File: src/rtl/fpadd_ctrl.sv
// Sequencing controller for a floating-point adder datapath: load, align, add, normalise, round.
// Optional FPADD_CTRL_CYCLE_CNT_EN adds a CycleCnt port reporting the cycles spent from LOAD to DONE.
module fpadd_ctrl (
    input  logic       Clk,
    input  logic       Reset_n,
    input  logic       Start,
    input  logic [7:0] ExpDiff,
    input  logic       Special,
    input  logic       SumZero,
    input  logic       SumCarry,
    input  logic       SumMsb,
    input  logic       RoundCarry,
    output logic       LoadOps,
    output logic       AlignShr,
    output logic       AddEn,
    output logic       NormShl,
    output logic       NormShr,
    output logic       ExpInc,
    output logic       ExpDec,
    output logic       RoundEn,
    output logic       SpecialSel,
    output logic       Busy,
    output logic       Done
`ifdef FPADD_CTRL_CYCLE_CNT_EN
    ,
    output logic [6:0] CycleCnt
`endif
);

    // NORM is split into an evaluation cycle and shift cycles so that every
    // strobe is decoded from registered state only.
    typedef enum logic [3:0] {
        S_IDLE,
        S_LOAD,
        S_ALIGN,
        S_ADD,
        S_NORM,
        S_NORM_SHL,
        S_NORM_SHR,
        S_ROUND,
        S_RENORM,
        S_DONE
    } state_t;

    localparam logic [4:0] ALIGN_MAX = 5'd25;
    localparam logic [4:0] NORM_MAX  = 5'd23;

    state_t     state_reg, state_next;
    logic [4:0] align_cnt_reg, align_cnt_next;
    logic [4:0] norm_cnt_reg, norm_cnt_next;
    logic       special_reg, special_next;
    logic [4:0] align_load;

    assign align_load = (ExpDiff > {3'd0, ALIGN_MAX}) ? ALIGN_MAX : ExpDiff[4:0];

    always_ff @(posedge Clk) begin
        if (!Reset_n) begin
            state_reg     <= S_IDLE;
            align_cnt_reg <= 5'd0;
            norm_cnt_reg  <= 5'd0;
            special_reg   <= 1'b0;
        end else begin
            state_reg     <= state_next;
            align_cnt_reg <= align_cnt_next;
            norm_cnt_reg  <= norm_cnt_next;
            special_reg   <= special_next;
        end
    end

    always_comb begin
        state_next     = state_reg;
        align_cnt_next = align_cnt_reg;
        norm_cnt_next  = norm_cnt_reg;
        special_next   = special_reg;
        case (state_reg)
            S_IDLE: begin
                if (Start) state_next = S_LOAD;
            end
            S_LOAD: begin
                align_cnt_next = align_load;
                norm_cnt_next  = 5'd0;
                special_next   = Special;
                if (Special)                 state_next = S_DONE;
                else if (align_load == 5'd0) state_next = S_ADD;
                else                         state_next = S_ALIGN;
            end
            S_ALIGN: begin
                align_cnt_next = align_cnt_reg - 5'd1;
                if (align_cnt_reg <= 5'd1) state_next = S_ADD;
            end
            S_ADD: state_next = S_NORM;
            S_NORM: begin
                if (SumZero)                      state_next = S_ROUND;
                else if (SumCarry)                state_next = S_NORM_SHR;
                else if (SumMsb)                  state_next = S_ROUND;
                else if (norm_cnt_reg >= NORM_MAX) state_next = S_ROUND;
                else                              state_next = S_NORM_SHL;
            end
            S_NORM_SHL: begin
                norm_cnt_next = norm_cnt_reg + 5'd1;
                state_next    = S_NORM;
            end
            S_NORM_SHR: state_next = S_ROUND;
            S_ROUND: begin
                if (RoundCarry) state_next = S_RENORM;
                else            state_next = S_DONE;
            end
            S_RENORM: state_next = S_DONE;
            S_DONE: begin
                special_next = 1'b0;
                state_next   = S_IDLE;
            end
            default: state_next = S_IDLE;
        endcase
    end

    always_comb begin
        LoadOps    = 1'b0;
        AlignShr   = 1'b0;
        AddEn      = 1'b0;
        NormShl    = 1'b0;
        NormShr    = 1'b0;
        ExpInc     = 1'b0;
        ExpDec     = 1'b0;
        RoundEn    = 1'b0;
        SpecialSel = 1'b0;
        Done       = 1'b0;
        Busy       = (state_reg != S_IDLE);
        case (state_reg)
            S_LOAD:     LoadOps  = 1'b1;
            S_ALIGN:    AlignShr = 1'b1;
            S_ADD:      AddEn    = 1'b1;
            S_NORM_SHL: begin
                NormShl = 1'b1;
                ExpDec  = 1'b1;
            end
            S_NORM_SHR, S_RENORM: begin
                NormShr = 1'b1;
                ExpInc  = 1'b1;
            end
            S_ROUND:    RoundEn  = 1'b1;
            S_DONE: begin
                Done       = 1'b1;
                SpecialSel = special_reg;
            end
            default: ;
        endcase
    end

`ifdef FPADD_CTRL_CYCLE_CNT_EN
    logic [6:0] cycle_cnt_reg;

    // Starts at 1 while in LOAD, holds its final value from DONE until the next request.
    always_ff @(posedge Clk) begin
        if (!Reset_n) begin
            cycle_cnt_reg <= 7'd0;
        end else if (state_reg == S_IDLE) begin
            if (state_next == S_LOAD) cycle_cnt_reg <= 7'd1;
        end else if (state_reg != S_DONE && cycle_cnt_reg != 7'd127) begin
            cycle_cnt_reg <= cycle_cnt_reg + 7'd1;
        end
    end

    assign CycleCnt = cycle_cnt_reg;
`endif

endmodule
File: config.mk
export PLATFORM = sky130hd
export DESIGN_NAME = fpadd_ctrl
export DESIGN_NICKNAME = d
export VERILOG_FILES = /design/src/rtl/fpadd_ctrl.sv
export SDC_FILE = /design/constraint.sdc
export NUM_CORES = 1
export LEC_CHECK = 0
export ABC_AREA = 1
export BUFFER_PORTS_ARGS = -buffer_cell sky130_fd_sc_hd__buf_2
export CAP_MARGIN = 20
export CORE_MARGIN = 2
export CORE_UTILIZATION = 50
export DETAILED_ROUTE_END_ITERATION = 8
export PLACE_DENSITY = 0.76
export RECOVER_POWER = 50
export SYNTH_ARGS = -nofsm -noshare
export SYNTH_HDL_FRONTEND = slang
export SYNTH_SLANG_ARGS = --single-unit
File: constraint.sdc
create_clock -name Clk -period 2.9 [get_ports Clk]
set_input_delay 0.145 -clock Clk [delete_from_list [all_inputs] [get_ports Clk]]
set_output_delay 0.145 -clock Clk [all_outputs]
set_load 0.005 [all_outputs]
==> impl_results.md <==
* RD Place Congestion at 0.892
* # clock sinks at 15
* Peak supply drop at 0.000463 V
* GR Util All Layers at 20.4%
* Total number of vias at 1102
* #FFs+latches synth at 15
* Max-cap viol count at 0
* Cell Chain, Critical Path: inv_1, nor2_1, nand2_1, nor3b_1, buf_2
* Initial antenna violation count at 0
* Post-synthesis sequential area ratio at 28.9%
* Area of placed instances at 1190 um^2
* Largest net degree at the start of global routing at 10
* Final setup skew at 2.26 ps
* R2R Setup Slk at 1340 ps
* Pre-CTS setup slack at 1640 ps
* Vias in the first global route at 983
* WP data required at 2760 ps
* WP buf/inv at 2
* Final cell count without fillers at 223
* Hold Buf Count CTS at 0
* RSZ-0062 raised after global routing: false
* # diodes at 0
* Height of the die at 49.6 um
* Remaining DRCs at 0
* Critical path class: flip-flop to output port
* CP Launch Type: flip-flop
* Synthesized area at 1040 um^2
* Max incr delay on CP at 450 ps
* WP data arrival at 1480 ps
* Synth-to-layout area growth at 14.8%
* Maximum fanout along the worst path at 6
* Final TNS setup at 0 ps
* Hold Slack at 144 ps
* Detailed Place HPWL at 1.91 mm
* Post-layout util at 60.8%
* Element type at the critical path end: output port
* Vias per cell at 4.94
* Layout cells sized above 1 at 20.9%
* Io pins at 27
* Row cnt at 16
* CTS tree: yes
* Power Density at 771 nW/um^2
* Post-route ant nets at 0
* Setup-failing EPs final at 0
* Postcts setup bufs at 0
* CTS resizes at 0
* Max_slew headroom at 78.0%
* FMAX at 616 MHz
* Clock root buffer: clkbuf_4
* Global-route wire length before repair at 3.90 mm
* Final Cycle Share at 56.0%
* Post-placement cell count at 219
* Grt ovf at 0
* Design area at 1190 um^2
* Final WS setup at 1280 ps
* DIE AREA at 2460 um^2
* Status: finished clean
* Clock Latency Late Sink at 290 ps
* Clk pin slew, worst setup/hold paths at 100 ps
* Unique masters post-synth at 23
* Initial DRC Count at 38
* Worst-case clock buffer depth at 2
* Worst-margin pin slew at 329 ps
* Commonest cells after routing, fill and taps aside: nand2_1, nor2_1, buf_2, inv_1, dfxtp_1
* Hold Crit Class: primary input to flip-flop
* LEAKAGE at 0.607 nW
* Synth warn at 0
* First-pass iteration count of the detailed router at 4
* Most common cell after layout, fill and taps aside: nand2_1
* CTS Buf Count at 3
* Drt total wl at 2.37 mm
* Power Total at 0.919 mW
* CP max stage cell: dfxtp_1
* Slew Limit Fails at 0
* Avg Inst Size Synth at 6.18 um^2
* CP top delay family: simple AND/OR/NAND/NOR gates
* Routed WL per cell at 10.6 um
* CTS H-tree depth at 1
* Syn Inst Count at 168
* Fin crit period at 1620 ps
* Post-synth net total at 187
* Starting density of the core at 52.9%
* PortBufs at 26
* Core footprint at 1960 um^2
* Die span in x at 49.6 um
* Hold Vio Cnt, Final at 0
* Nets at 216
-- cell usage after synthesis (all sizes together) --
cell type | instances | area, um^2
nand2 | 45 | 189
nor2 | 32 | 155
inv | 27 | 101
dfxtp | 15 | 300
nand3 | 12 | 60.1
a21oi | 10 | 53.8
o21ai | 8 | 40.0
nor3 | 7 | 35.0
ha | 3 | 37.5
buf | 2 | 15.0
nand3b | 2 | 15.0
nand4 | 1 | 6.26
nor3b | 1 | 7.51
o21bai | 1 | 7.51
or2 | 1 | 6.26
xor2 | 1 | 8.76
-- metal layers --
| metal | track usage, % | part of all wire, % | vias up |
|---|---|---|---|
| met5 | 0 | 0 | - |
| met4 | 7.87 | 1.5 | 0 |
| met3 | 4.24 | 6.2 | 6 |
| met2 | 35.8 | 46 | 36 |
| met1 | 24.2 | 46 | 476 |
| li1 | - | - | 584 |
-- tightest hold or removal path, stage by stage --
cell    delay [ps]
buf_2          100
nor2_1         100
nor3_1          50
-- power by group --
group / internal [mW] / switching (mW)
Clock: 0.0513 / 0.0753
Sequential: 0.252 / 0.0526
Combinational: 0.185 / 0.304
-- final timing paths --
| path | startpoint | end | cells after the start |
|---|---|---|---|
| worst max-delay path | state_reg[0]$_SDFFE_PN0P_ | SpecialSel | 5 |
| worst min-delay path | ExpDiff[0] | align_cnt_reg[0]$_SDFFE_PN0P_ | 3 |
| worst max register to register | state_reg[0]$_SDFFE_PN0P_ | state_reg[0]$_SDFFE_PN0P_ | 8 |
| worst min register to register | norm_cnt_reg[3]$_SDFFE_PN0P_ | norm_cnt_reg[3]$_SDFFE_PN0P_ | 1 |
-- logic make-up (layout without fill, tap and decap cells) --
group	after synthesis	after routing	synth area share [%]
adders and majority gates	3	3	3.61
AOI/OAI and AO/OA	19	19	9.76
xor gates and xnor gates	1	1	0.844
buffers and inverters	29	57	11.2
and+or+nand+nor	101	101	45.7
DFF	15	15	28.9
-- area by class of cell --
cell class | instances | area [um^2]
fill | 214 | 769
sequential | 15 | 300
clock buffer | 3 | 22.5
clock inverter | 1 | 5.00
timing repair buffer | 26 | 130
inverter | 27 | 101
tap | 27 | 33.8
multi-input combinational | 124 | 599
(Power assumes the default switching activity.)
